===== config.mk =====
export PLATFORM = sky130hd
export DESIGN_NAME = jcr_wb_master
export DESIGN_NICKNAME = d
export VERILOG_FILES = /design/src/rtl/jcr_pkg.sv /design/src/rtl/jcr_wb_master.sv
export SDC_FILE = /design/constraint.sdc
export NUM_CORES = 1
export LEC_CHECK = 0
export BUFFER_PORTS_ARGS = -buffer_cell sky130_fd_sc_hd__clkbuf_2
export CAP_MARGIN = 20
export CORE_MARGIN = 5
export CORE_UTILIZATION = 47
export DETAILED_ROUTE_END_ITERATION = 10
export PLACE_DENSITY_LB_ADDON = 0.12
export SLEW_MARGIN = 10
export SYNTH_ARGS = -nofsm -noshare
export SYNTH_HDL_FRONTEND = slang
export SYNTH_SLANG_ARGS = --single-unit

===== constraint.sdc =====
create_clock -name wb_clk_i -period 1.3 [get_ports wb_clk_i]
set_input_delay 0.065 -clock wb_clk_i [delete_from_list [all_inputs] [get_ports wb_clk_i]]
set_output_delay 0.065 -clock wb_clk_i [all_outputs]
set_load 0.02 [all_outputs]

===== src/rtl/jcr_pkg.sv =====
// rtl/jcr_pkg.sv - shared MMIO offsets, CMD/STATUS bit positions and FSM encoding for jcr_wb_master
package jcr_pkg;

  // MMIO offsets from the window base
  localparam logic [2:0] OFF_ADDR   = 3'd0;
  localparam logic [2:0] OFF_WDATA  = 3'd1;
  localparam logic [2:0] OFF_CMD    = 3'd2;
  localparam logic [2:0] OFF_STATUS = 3'd3;
  localparam logic [2:0] OFF_RDATA0 = 3'd4;
  localparam logic [2:0] OFF_RDATA1 = 3'd5;
  localparam logic [2:0] OFF_RDATA2 = 3'd6;
  localparam logic [2:0] OFF_RDATA3 = 3'd7;

  // CMD register bit positions
  localparam int CMD_START   = 0;
  localparam int CMD_WE      = 1;
  localparam int CMD_SEL_LSB = 2;
  localparam int CMD_SEL_MSB = 5;

  // STATUS register bit positions
  localparam int STAT_BUSY    = 0;
  localparam int STAT_DONE    = 1;
  localparam int STAT_BUS_ERR = 2;
  localparam int STAT_TIMEOUT = 3;

  // Transaction FSM encoding
  typedef enum logic [1:0] {
    ST_IDLE = 2'd0,
    ST_BUS  = 2'd1,
    ST_DONE = 2'd2
  } wbm_state_e;

  // Pack the STATUS byte from its flags
  function automatic logic [7:0] pack_status(input logic busy, input logic done,
                                             input logic bus_err, input logic timeout);
    logic [7:0] s;
    s = 8'h00;
    s[STAT_BUSY]    = busy;
    s[STAT_DONE]    = done;
    s[STAT_BUS_ERR] = bus_err;
    s[STAT_TIMEOUT] = timeout;
    return s;
  endfunction

endpackage


===== src/rtl/jcr_wb_master.sv =====
// rtl/jcr_wb_master.sv - CPU MMIO to classic Wishbone single-transfer initiator; optional bus timeout via JCR_WBM_TIMEOUT_EN
module jcr_wb_master
  import jcr_pkg::*;
#(
  parameter logic [7:0] BASE_ADDR      = 8'd240,
  parameter logic [7:0] TIMEOUT_CYCLES = 8'd200
) (
  input  logic        wb_clk_i,
  input  logic        wb_rst_i,
  input  logic [7:0]  cpu_addr,
  input  logic [7:0]  cpu_w_data,
  input  logic        cpu_w_en,
  output logic [7:0]  cpu_r_data,
  output logic        cpu_hit,
  output logic        int_req,
  output logic        wbm_cyc_o,
  output logic        wbm_stb_o,
  output logic        wbm_we_o,
  output logic [3:0]  wbm_sel_o,
  output logic [31:0] wbm_adr_o,
  output logic [31:0] wbm_dat_o,
  input  logic [31:0] wbm_dat_i,
  input  logic        wbm_ack_i,
  input  logic        wbm_err_i
);

  wbm_state_e  state_q;
  logic        cyc_q;
  logic        we_q;
  logic [3:0]  sel_q;
  logic [31:0] adr_q;
  logic [31:0] wdat_q;
  logic [31:0] rdata_q;
  logic        done_q;
  logic        bus_err_q;
  logic        int_q;
  logic        tmo_flag;

  logic [7:0]  off;
  logic        busy;
  logic        wr_addr;
  logic        wr_wdata;
  logic        wr_cmd;
  logic        wr_status;

`ifdef JCR_WBM_TIMEOUT_EN
  logic        timeout_q;
  logic [7:0]  tmo_cnt_q;
  assign tmo_flag = timeout_q;
`else
  // No timeout hardware: the flag is a constant zero regardless of TIMEOUT_CYCLES
  assign tmo_flag = 1'b0 & (|TIMEOUT_CYCLES);
`endif

  assign off       = cpu_addr - BASE_ADDR;
  assign cpu_hit   = (cpu_addr >= BASE_ADDR) && (off[7:3] == 5'd0);
  assign busy      = (state_q != ST_IDLE);

  assign wr_addr   = cpu_w_en && cpu_hit && (off[2:0] == OFF_ADDR);
  assign wr_wdata  = cpu_w_en && cpu_hit && (off[2:0] == OFF_WDATA);
  assign wr_cmd    = cpu_w_en && cpu_hit && (off[2:0] == OFF_CMD);
  assign wr_status = cpu_w_en && cpu_hit && (off[2:0] == OFF_STATUS);

  // Classic single transfer: strobe is the cycle signal
  assign wbm_cyc_o = cyc_q;
  assign wbm_stb_o = cyc_q;
  assign wbm_we_o  = we_q;
  assign wbm_sel_o = sel_q;
  assign wbm_adr_o = adr_q;
  assign wbm_dat_o = wdat_q;
  assign int_req   = int_q;

  // Combinational readback; write-only offsets and misses read as zero
  always_comb begin
    cpu_r_data = 8'h00;
    if (cpu_hit) begin
      case (off[2:0])
        OFF_STATUS: cpu_r_data = pack_status(busy, done_q, bus_err_q, tmo_flag);
        OFF_RDATA0: cpu_r_data = rdata_q[7:0];
        OFF_RDATA1: cpu_r_data = rdata_q[15:8];
        OFF_RDATA2: cpu_r_data = rdata_q[23:16];
        OFF_RDATA3: cpu_r_data = rdata_q[31:24];
        default:    cpu_r_data = 8'h00;
      endcase
    end
  end

  // MMIO register writes and the IDLE/BUS/DONE transaction FSM
  always_ff @(posedge wb_clk_i) begin
    if (!wb_rst_i) begin
      state_q   <= ST_IDLE;
      cyc_q     <= 1'b0;
      we_q      <= 1'b0;
      sel_q     <= 4'h0;
      adr_q     <= 32'h0;
      wdat_q    <= 32'h0;
      rdata_q   <= 32'h0;
      done_q    <= 1'b0;
      bus_err_q <= 1'b0;
      int_q     <= 1'b0;
`ifdef JCR_WBM_TIMEOUT_EN
      timeout_q <= 1'b0;
      tmo_cnt_q <= 8'h0;
`endif
    end else begin
      // STATUS write clears sticky flags; a completion at the same edge overrides below
      if (wr_status) begin
        done_q    <= 1'b0;
        bus_err_q <= 1'b0;
`ifdef JCR_WBM_TIMEOUT_EN
        timeout_q <= 1'b0;
`endif
      end

      case (state_q)
        ST_IDLE: begin
          if (wr_addr) adr_q <= {adr_q[23:0], cpu_w_data};
          if (wr_wdata) wdat_q <= {wdat_q[23:0], cpu_w_data};
          if (wr_cmd) begin
            we_q  <= cpu_w_data[CMD_WE];
            sel_q <= cpu_w_data[CMD_SEL_MSB:CMD_SEL_LSB];
            if (cpu_w_data[CMD_START]) begin
              state_q   <= ST_BUS;
              cyc_q     <= 1'b1;
              done_q    <= 1'b0;
              bus_err_q <= 1'b0;
`ifdef JCR_WBM_TIMEOUT_EN
              timeout_q <= 1'b0;
              tmo_cnt_q <= 8'h0;
`endif
            end
          end
        end

        ST_BUS: begin
          if (wbm_err_i) begin
            // Error wins over a simultaneous ack; read data is left untouched
            state_q   <= ST_DONE;
            cyc_q     <= 1'b0;
            done_q    <= 1'b1;
            bus_err_q <= 1'b1;
            int_q     <= 1'b1;
          end else if (wbm_ack_i) begin
            state_q <= ST_DONE;
            cyc_q   <= 1'b0;
            done_q  <= 1'b1;
            int_q   <= 1'b1;
            if (!we_q) rdata_q <= wbm_dat_i;
          end
`ifdef JCR_WBM_TIMEOUT_EN
          else if (tmo_cnt_q == TIMEOUT_CYCLES - 8'd1) begin
            state_q   <= ST_DONE;
            cyc_q     <= 1'b0;
            done_q    <= 1'b1;
            bus_err_q <= 1'b1;
            timeout_q <= 1'b1;
            int_q     <= 1'b1;
          end else begin
            tmo_cnt_q <= tmo_cnt_q + 8'd1;
          end
`endif
        end

        ST_DONE: begin
          state_q <= ST_IDLE;
          int_q   <= 1'b0;
        end

        default: begin
          state_q <= ST_IDLE;
          cyc_q   <= 1'b0;
          int_q   <= 1'b0;
        end
      endcase
    end
  end

endmodule


# [After elaboration in Yosys (flattened, before gate mapping)]
# Index checks and enable logic that the tools add are counted.
# Widths: inputs -> output; s select.
[totals] out_inout_bits=81 register_bits=107 inputBits=53 elab_cells=71
[classes] reduce_logical=17 n_eq_ne=12 add_sub_neg=1 mux=26 magnitude_cmp=1 n_bitwise=4
[ops] cell="$pmux 8 s5" n=1
[ops] cell="$mux 1" n=15
[ops] cell="$eq 3x3->1 const B" n=4
[ops] cell="$ge 8x8->1 const B" n=1
[ops] cell="$mux 2" n=4
[ops] cell="$mux 8" n=1
[ops] cell="$reduce_and 2->1" n=4
[ops] cell="$reduce_and 4->1" n=2
[ops] cell="$sub 8x8->8 const B" n=1
[ops] cell="$eq 3x2->1 const B" n=2
[ops] cell="$logic_and 1x1->1" n=6
[ops] cell="$pmux 1 s2" n=3
[ops] cell="$logic_not 5->1" n=1
[ops] cell="$ne 2x2->1 const B" n=2
[ops] cell="$not 1->1" n=4
[ops] cell="$pmux 2 s2" n=1
[ops] cell="$eq 3x1->1 const B" n=1
[ops] cell="$logic_not 3->1" n=1
[ops] cell="$ne 3x3->1 const B" n=1
[ops] cell="$pmux 1 s3" n=1
[ops] cell="$reduce_and 3->1" n=1
[ops] cell="$eq 2x1->1 const B" n=1
[ops] cell="$eq 2x2->1 const B" n=1
[ops] cell="$logic_not 2->1" n=1
[ops] cell="$reduce_bool 2->1" n=1

# [Logic depth before layout (Yosys ltp)]
# Gate-level depths: netlist (run 1).
[depth] depth_word=9 depth_mapped=6 depth_no_buf=4

# [Worst setup path after synthesis (run 1)]
# OpenSTA, ideal clock, no wires.
[synth_timing] kind="reg-to-reg" start="register we_q (netlist: wbm_we_o)" end="register rdata_q[0]" path_buffers=1 setup_time_ns=0.115 t_arrival_ns=1.346 path_slack_ns=-0.160 path_stages_with_launch=5 required_time_ns=1.185 period_less_slack_ns=1.460 cell_sequence="dfxtp_1 > nor4b_4 > clkbuf_1 > a21boi_0 > o21a_1"
[synth_via] elab_chain_cells=2
[synth_rtl] item="start, declared" line_no="jcr_wb_master.sv:29" text="logic we_q;"
[synth_rtl] item="start signal, assigned" line_no="jcr_wb_master.sv:120" text="we_q <= cpu_w_data[CMD_WE];"
[synth_rtl] item="$not 1->1 (no line)"
[synth_rtl] item="$reduce_and 4->1 (no line)"
[synth_rtl] item="end signal, assigned" line_no="jcr_wb_master.sv:148" text="if (!we_q) rdata_q <= wbm_dat_i;"
[synth_rtl] item="end, declared" line_no="jcr_wb_master.sv:33" text="logic [31:0] rdata_q;"
# No other way between the ends.
# A chain may end at the register's enable or synchronous reset.

# [Worst setup path in the final report (run 1)]
[layout_timing] start="register state_q[0]" end="register wdat_q[13] (netlist: wbm_dat_o[13])"
[layout_via] elab_chain_cells=2
[layout_rtl] item="start, declared" line_no="jcr_wb_master.sv:27" text="wbm_state_e state_q;"
[layout_rtl] item="start signal, assigned" line_no="jcr_wb_master.sv:91" text="state_q <= ST_IDLE;"
[layout_rtl] item="start signal, assigned" line_no="jcr_wb_master.sv:123" text="state_q <= ST_BUS;"
[layout_rtl] item="start signal, assigned" line_no="jcr_wb_master.sv:138" text="state_q <= ST_DONE;"
[layout_rtl] item="$logic_not 2->1" line_no="jcr_wb_master.sv:115" text="case (state_q)"
[layout_rtl] item="$reduce_and 2->1 (no line)"
[layout_rtl] item="end signal, assigned" line_no="jcr_wb_master.sv:118" text="if (wr_wdata) wdat_q <= {wdat_q[23:0], cpu_w_data};"
[layout_rtl] item="end, declared" line_no="jcr_wb_master.sv:32" text="logic [31:0] wdat_q;"
# No other way between the ends.

==> results of run 1 <==
-- worst max path at each step --
| stage | slack (ns) | cells after the start | end |
|---|---|---|---|
| after floorplan | -0.14 | 5 | cpu_r_data[1] |
| after global placement | -0.25 | 7 | cpu_r_data[2] |
| after detailed placement | -0.28 | 7 | cpu_r_data[2] |
| after CTS | -0.26 | 4 | cpu_r_data[2] |
| after global routing | -0.32 | 6 | cpu_r_data[2] |
| final | -0.27 | 6 | wbm_dat_o[13]$_SDFFE_PN0P_ |
-- cell type report --
cell class / instances / area (um^2)
Clock buffer: 9 / 124
Clock inverter: 6 / 61.3
Fill cell: 788 / 3060
Inverter: 3 / 11.3
Multi-Input combinational cell: 305 / 2600
Sequential cell: 107 / 2170
Tap cell: 133 / 166
Timing Repair Buffer: 181 / 1450
-- power by group through the flow --
| stage | registers [mW] | clock network (mW) | logic (mW) |
|---|---|---|---|
| floorplan | 3.35 | 0 | 0.138 |
| finish | 3.27 | 1.94 | 0.364 |
| CTS | 3.27 | 1.97 | 0.335 |
| global placement | 3.35 | 0 | 0.307 |
| detailed placement | 3.35 | 0 | 0.310 |
| global route | 3.27 | 2.12 | 0.394 |
-- cells by family after synthesis --
| family | share of synthesized area |
|---|---|
| multiplexers | 0.185 |
| buffers and inverters | 0.0463 |
| AO/OA/AOI/OAI | 0.128 |
| adder cells (fa/ha/maj) | 0.00273 |
| flip-flops | 0.467 |
| AND/OR/NAND/NOR | 0.171 |
-- metrics by stage --
step | setup slack, ns | total power [mW] | area [um^2] | hold slack, ns
2_1_floorplan | -0.144 | 3.49 | 4630 | 0.208
4_1_cts | -0.257 | 5.57 | 6330 | 0.00462
6_report | -0.272 | 5.58 | 6580 | 0.0164
3_3_place_gp | -0.253 | 3.66 | 5510 | 0.346
5_1_grt | -0.317 | 5.78 | 6580 | 0.0243
3_5_place_dp | -0.281 | 3.66 | 5510 | 0.352
-- worst min-delay path: stages --
cell	delay, ns
sky130_fd_sc_hd__clkbuf_2	0.08
sky130_fd_sc_hd__nand2_1	0.11
sky130_fd_sc_hd__mux2i_1	0.08
-- placed cells by master (no fill, tap or decap), types with 3 or more instances in the layout --
| cell | count |
|---|---|
| sky130_fd_sc_hd__mux4_2 | 6 |
| sky130_fd_sc_hd__nor2b_4 | 5 |
| sky130_fd_sc_hd__buf_8 | 4 |
| sky130_fd_sc_hd__nand4_1 | 3 |
| sky130_fd_sc_hd__dfxtp_1 | 87 |
| sky130_fd_sc_hd__clkbuf_2 | 123 |
| sky130_fd_sc_hd__dfxtp_2 | 18 |
| sky130_fd_sc_hd__and3_4 | 26 |
| sky130_fd_sc_hd__buf_16 | 4 |
| sky130_fd_sc_hd__buf_6 | 12 |
| sky130_fd_sc_hd__buf_4 | 17 |
| sky130_fd_sc_hd__clkbuf_8 | 10 |
| sky130_fd_sc_hd__nor2b_1 | 4 |
| sky130_fd_sc_hd__mux2i_1 | 68 |
| sky130_fd_sc_hd__and3_1 | 6 |
| sky130_fd_sc_hd__nand2_1 | 79 |
| sky130_fd_sc_hd__and3b_1 | 6 |
| sky130_fd_sc_hd__o31ai_1 | 3 |
| sky130_fd_sc_hd__dlygate4sd3_1 | 4 |
| sky130_fd_sc_hd__buf_12 | 13 |
| sky130_fd_sc_hd__a21boi_1 | 5 |
| sky130_fd_sc_hd__a21boi_2 | 26 |
| sky130_fd_sc_hd__o21a_1 | 34 |
-- state kept, by name (all words and copies together), names as in the netlist, 2 cells and up --
signal	cells
state_q	2
wbm_sel_o	4
wbm_dat_o	32
rdata_q	32
wbm_adr_o	32
-- timing repair --
item	in CTS	in global routing
resized for setup	73	81
hold buffers	4	0
buffers inserted	8	8
cloned	9	1
pin swaps	39	37
setup endpoints to repair	113	114
hold endpoints to repair	9	0
-- routing by layer --
layer	GRT usage	up-vias	wire length, um
met5	0	-	0
met4	0.0757	0	335
met3	0.0480	24	842
met2	0.324	125	6020
met1	0.318	1902	6120
li1	-	1908	-
==> key figures, run 1 <==
Worst setup path
  • Worst Setup SP: state_q[0]$_SDFFE_PN0P_
  • Sum of buffers and inverters on the critical path: 3
  • Biggest fanout along the worst timing path: 8
  • Largest stage delay on the critical path: 0.37 ns
  • Depth of the most critical reg-to-reg path: 6
  • Setup crit start kind: flip-flop
  • Cell type group with the largest total delay on the critical path: buffers and inverters
  • Critical path's slowest cell: sky130_fd_sc_hd__dfxtp_4
  • Setup slack, reg-to-reg: -0.27 ns
  • Chain of cells forming the critical path: nor4b_4, buf_4, nand4_4, buf_12, clkbuf_16, mux2i_1
  • Type of destination of the critical path: flip-flop
  • Arrival time reported for the critical path endpoint: 1.83 ns
  • Endpoint of the worst-slack reg-to-reg timing path: wbm_dat_o[13]$_SDFFE_PN0P_
  • Beginning of the worst register-to-register path: state_q[0]$_SDFFE_PN0P_
  • Type of the worst setup path: reg2reg
  • CP Data Required Time: 1.56 ns

Power
  • Total net switching power: 1.42 mW
  • Gate power share: 0.065
  • Switching Share: 0.254
  • Internal power: 4.16 mW
  • Power share of the sequential group: 0.587
  • Pwr per Cell Area: 848 mW/mm^2
  • Clock power share: 0.348
  • Worst ir drop on vdd: 0.000469 V
  • Static leakage: 3.23 nW

Final layout
  • Synth-to-layout area growth: 43.3%
  • Utilization after layout: 0.682
  • Layout cell share with drive strength beyond 1: 0.481
  • Fin cells: 744
  • Number of inserted diodes: 0
  • Post-layout net count: 661

GRT
  • Grt ovf: 0
  • GRT Total Usage: 0.220
  • Number of global-route vias before repair: 3892
  • Global-route wire length before repair: 20.3 mm
  • Antenna violations before repair: 0
  • Pin count of the biggest net entering global routing: 68

Outcome
  • Result of the run: finished with violations
  • Violated checks: negative setup slack

CTS
  • CTS tree: built
  • Clock root cell: sky130_fd_sc_hd__clkbuf_8
  • Sinks on the clock net: 107
  • Clock-pin slew on the worst setup and hold paths: 0.11 ns
  • H-tree depth: 3
  • Inserted Clock Buffers: 9
  • Latest clock arrival within the worst-skew pair: 0.36 ns
  • Maximum buffer depth of the clock tree: 2

Logic synthesis
  • Yosys warning total: 0
  • Number of unique standard cell types used by synthesis: 34
  • List of most frequent post-synthesis cells: sky130_fd_sc_hd__dfxtp_1, sky130_fd_sc_hd__nand2_1, sky130_fd_sc_hd__mux2i_1
  • Top cells by area, synth: sky130_fd_sc_hd__dfxtp_1, sky130_fd_sc_hd__mux2i_1, sky130_fd_sc_hd__nand2_1, sky130_fd_sc_hd__o21a_1, sky130_fd_sc_hd__a21boi_0
  • Synthesized net count: 508
  • EDFF count, synth: 0
  • Area share of the largest cell type after synthesis: 0.467
  • Mean Syn Cell Area: 10.1 um^2
  • Gate count after technology mapping: 454
  • Area leader, netlist: sky130_fd_sc_hd__dfxtp_1
  • Most common cell in the netlist: sky130_fd_sc_hd__dfxtp_1
  • Portion of the post-synthesis area used by sequential elements: 0.467
  • Combined area of all synthesized cells: 0.00459 mm^2
  • Async SR Flop Fraction: 0
  • Yosys reg bits: 107
  • Prevailing post-synth register cell: sky130_fd_sc_hd__dfxtp_1

Floorplan
  • Floorplan core area: 0.00964 mm^2
  • Initial core utilization: 0.476
  • Number of I/O pins: 134
  • Row count: 36
  • Die Area: 0.0118 mm^2
  • Die Height: 109 um
  • Horizontal die dimension: 109 um

STA
  • RSZ-0062 raised after global routing: yes
  • Worst-case headroom to the max-slew limit: 0.663
  • Maximum frequency from static timing analysis: 636 MHz
  • Worst clock skew: 0.00954 ns
  • Post-route clock period utilization: 1.21
  • Worst Tran Pin Value: 0.505 ns
  • Total negative setup slack: -21.02 ns
  • Time the worst path needs with I/O delays and setup: 1.57 ns
  • Final max-slew violation count: 0
  • Final count of hold timing violations: 0
  • Final setup fails: 113
  • Worst setup margin: -0.272 ns

Hold path
  • Worst hold path stage count: 3
  • Startpoint of the lowest-slack hold path: cpu_w_data[2]
  • Hold-critical path endpoint: wbm_adr_o[2]$_SDFFE_PN0P_
  • Class of the most critical hold timing path: in2reg

Job
  • Max-cap check violation count: 0

Drt
  • WL per Instance: 17.9 um
  • DRT antenna net count: 0
  • Overall routed net length: 13.3 mm
  • Total number of vias: 3959
  • Via density: 5.32
  • Detailed-router iteration count before antenna repair: 4
  • Number of DRC violations after detailed routing: 0
  • Iteration-0 DRC count of the detailed router: 207

Placement
  • Final weighted congestion in routability-driven placement: 0.808
  • Dpl hpwl: 7.94 mm
  • Cell total after placement: 704
  • Number of input and output port buffers inserted: 133
Power figures use the tool's default switching activity.
==> run 2, diff against run 1 <==
--- a/config.mk
+++ b/config.mk
@@ -8,9 +8,10 @@
 export BUFFER_PORTS_ARGS = -buffer_cell sky130_fd_sc_hd__clkbuf_2
 export CAP_MARGIN = 20
 export CORE_MARGIN = 5
-export CORE_UTILIZATION = 47
+export CORE_UTILIZATION = 56
 export DETAILED_ROUTE_END_ITERATION = 10
 export PLACE_DENSITY_LB_ADDON = 0.12
+export SKIP_CTS_REPAIR_TIMING = 1
 export SLEW_MARGIN = 10
 export SYNTH_ARGS = -nofsm -noshare
 export SYNTH_HDL_FRONTEND = slang
==> constraint.sdc (replaced) <==
create_clock -name wb_clk_i -period 1.9 [get_ports wb_clk_i]
set_input_delay 0.095 -clock wb_clk_i [delete_from_list [all_inputs] [get_ports wb_clk_i]]
set_output_delay 0.095 -clock wb_clk_i [all_outputs]
set_load 0.02 [all_outputs]
==> run 2 against run 1 <==
Net effect: the flow now finishes without violations; die area decreased by 15%; combinational power decreased by 50%; sequential share of layout area increased by 5.8 points; sequential power decreased by 31%; clock skew about the same; final area decreased by 16%; worst setup slack improved by 0.44 ns; critical path depth unchanged; wire length decreased by 22%; clock power decreased by 29%.
==> key figures, run 2 (synthesis results as in run 1) <==
Floorplan
  • Floorplan core area: 0.00809 mm^2
  • Die Area: 0.0101 mm^2
  • Horizontal die dimension: 101 um
  • Initial core utilization: 0.567
  • Number of I/O pins: 134
  • Row count: 33
  • Die Height: 101 um

STA
  • Final max-slew violation count: 0
  • RSZ-0062 raised after global routing: no
  • Final count of hold timing violations: 0
  • Final hold slack: 0.0246 ns
  • Time the worst path needs with I/O delays and setup: 1.74 ns
  • Worst clock skew: 0.00936 ns
  • Worst Tran Pin Value: 0.472 ns
  • Post-route clock period utilization: 0.913
  • Maximum frequency from static timing analysis: 576 MHz
  • Total negative setup slack: 0 ns
  • Worst-case headroom to the max-slew limit: 0.685
  • Final setup fails: 0

CTS
  • Latest clock arrival within the worst-skew pair: 0.36 ns
  • Clock-pin slew on the worst setup and hold paths: 0.10 ns
  • Sinks on the clock net: 107
  • Clock root cell: sky130_fd_sc_hd__clkbuf_8
  • CTS tree: built
  • Maximum buffer depth of the clock tree: 2
  • Inserted Clock Buffers: 9
  • H-tree depth: 3

Final layout
  • Sequential cell area in the final layout: 0.00214 mm^2
  • Number of inserted diodes: 0
  • Layout cell share with drive strength beyond 1: 0.294
  • Fill cells: 687
  • Area taken by multi-input logic gates: 0.00223 mm^2
  • Final instance area: 0.00551 mm^2
  • Utilization after layout: 0.681
  • Post-layout net count: 621
  • Commonest non-fill, non-tap cells in the layout: sky130_fd_sc_hd__clkbuf_2, sky130_fd_sc_hd__dfxtp_1, sky130_fd_sc_hd__nand2_1
  • Synth-to-layout area growth: 20.1%
  • Leading cell type in the layout, fill and taps excluded: sky130_fd_sc_hd__clkbuf_2

Drt
  • Total number of vias: 3628
  • Number of DRC violations after detailed routing: 0
  • Iteration-0 DRC count of the detailed router: 119
  • DRT antenna net count: 0
  • WL per Instance: 15.4 um
  • Detailed-router iteration count before antenna repair: 4
  • Via density: 5.36
  • Overall routed net length: 10.4 mm

Job
  • Max-cap check violation count: 0

Worst setup path
  • Beginning of the worst register-to-register path: state_q[1]$_SDFFE_PN0P_
  • Depth of the most critical reg-to-reg path: 3
  • Type of the worst setup path: in2out
  • Arrival time reported for the critical path endpoint: 1.64 ns
  • Type of destination of the critical path: primary output
  • Setup crit start kind: input port
  • Biggest fanout along the worst timing path: 6
  • Worst Setup SP: cpu_addr[4]
  • CP Data Required Time: 1.80 ns

GRT
  • Pin count of the biggest net entering global routing: 65
  • Grt ovf: 0
  • Global-route wire length before repair: 16.8 mm
  • Antenna violations before repair: 0
  • Number of global-route vias before repair: 3445
  • GRT Total Usage: 0.208

Hold path
  • Class of the most critical hold timing path: in2reg
  • Worst hold path stage count: 3
  • Startpoint of the lowest-slack hold path: cpu_w_data[0]

Power
  • Pwr per Cell Area: 688 mW/mm^2
  • Worst ir drop on vdd: 0.000403 V
  • Static leakage: 2.89 nW

Placement
  • Number of input and output port buffers inserted: 133
  • Post-placement cell area: 0.00530 mm^2
  • Final weighted congestion in routability-driven placement: 0.792
  • Dpl hpwl: 7.50 mm

Outcome
  • Result of the run: finished, final reports clean
run 2: final timing paths:
kind         slack (ns)                          to
max                0.16               cpu_r_data[2]
max reg2reg        0.35   wbm_sel_o[3]$_SDFFE_PN0P_
min                0.02   wbm_adr_o[0]$_SDFFE_PN0P_
min reg2reg        0.47  wbm_adr_o[28]$_SDFFE_PN0P_
run 2: metal layers:
| metal | track usage | routed length, um | up-vias |
|---|---|---|---|
| met3 | 0.0505 | 776 | 14 |
| met4 | 0.0756 | 192 | 0 |
| met5 | 0 | 0 | - |
| met1 | 0.298 | 5020 | 1680 |
| met2 | 0.304 | 4460 | 108 |
| li1 | - | - | 1826 |
run 2: critical path, cell delays in order:
cell and delay [ns]:
sky130_fd_sc_hd__clkbuf_2 0.10, sky130_fd_sc_hd__ha_1 0.29, sky130_fd_sc_hd__and4b_1 0.41, sky130_fd_sc_hd__nand2_1 0.16, sky130_fd_sc_hd__a311oi_1 0.34, sky130_fd_sc_hd__clkbuf_2 0.25
run 2: area by class of cell:
| type | instances | share of cell area |
|---|---|---|
| clock buffers | 10 | 0.0250 |
| flip-flops and latches | 107 | 0.389 |
| inverters | 3 | 0.00204 |
| multi-input cells | 305 | 0.405 |
| clock inverters | 6 | 0.0113 |
| repair buffers | 141 | 0.144 |
| well taps | 105 | 0.0238 |
run 2: through the flow:
| stage | total power, mW | setup WS, ns | std cells |
|---|---|---|---|
| 4_1_cts | 3.83 | 0.197 | 676 |
| 2_1_floorplan | 2.39 | 0.396 | 454 |
| 6_report | 3.79 | 0.165 | 677 |
| 3_3_place_gp | 2.47 | 0.188 | 660 |
| 5_1_grt | 3.94 | 0.0770 | 677 |
| 3_5_place_dp | 2.47 | 0.208 | 660 |
run 2: where the power goes:
group | leakage (nW) | total [mW] | internal, mW | switching (mW)
logic | 1.92 | 0.181 | 0.0721 | 0.109
clock network | 0.103 | 1.37 | 0.550 | 0.817
registers | 0.861 | 2.24 | 2.24 | 0.0000708
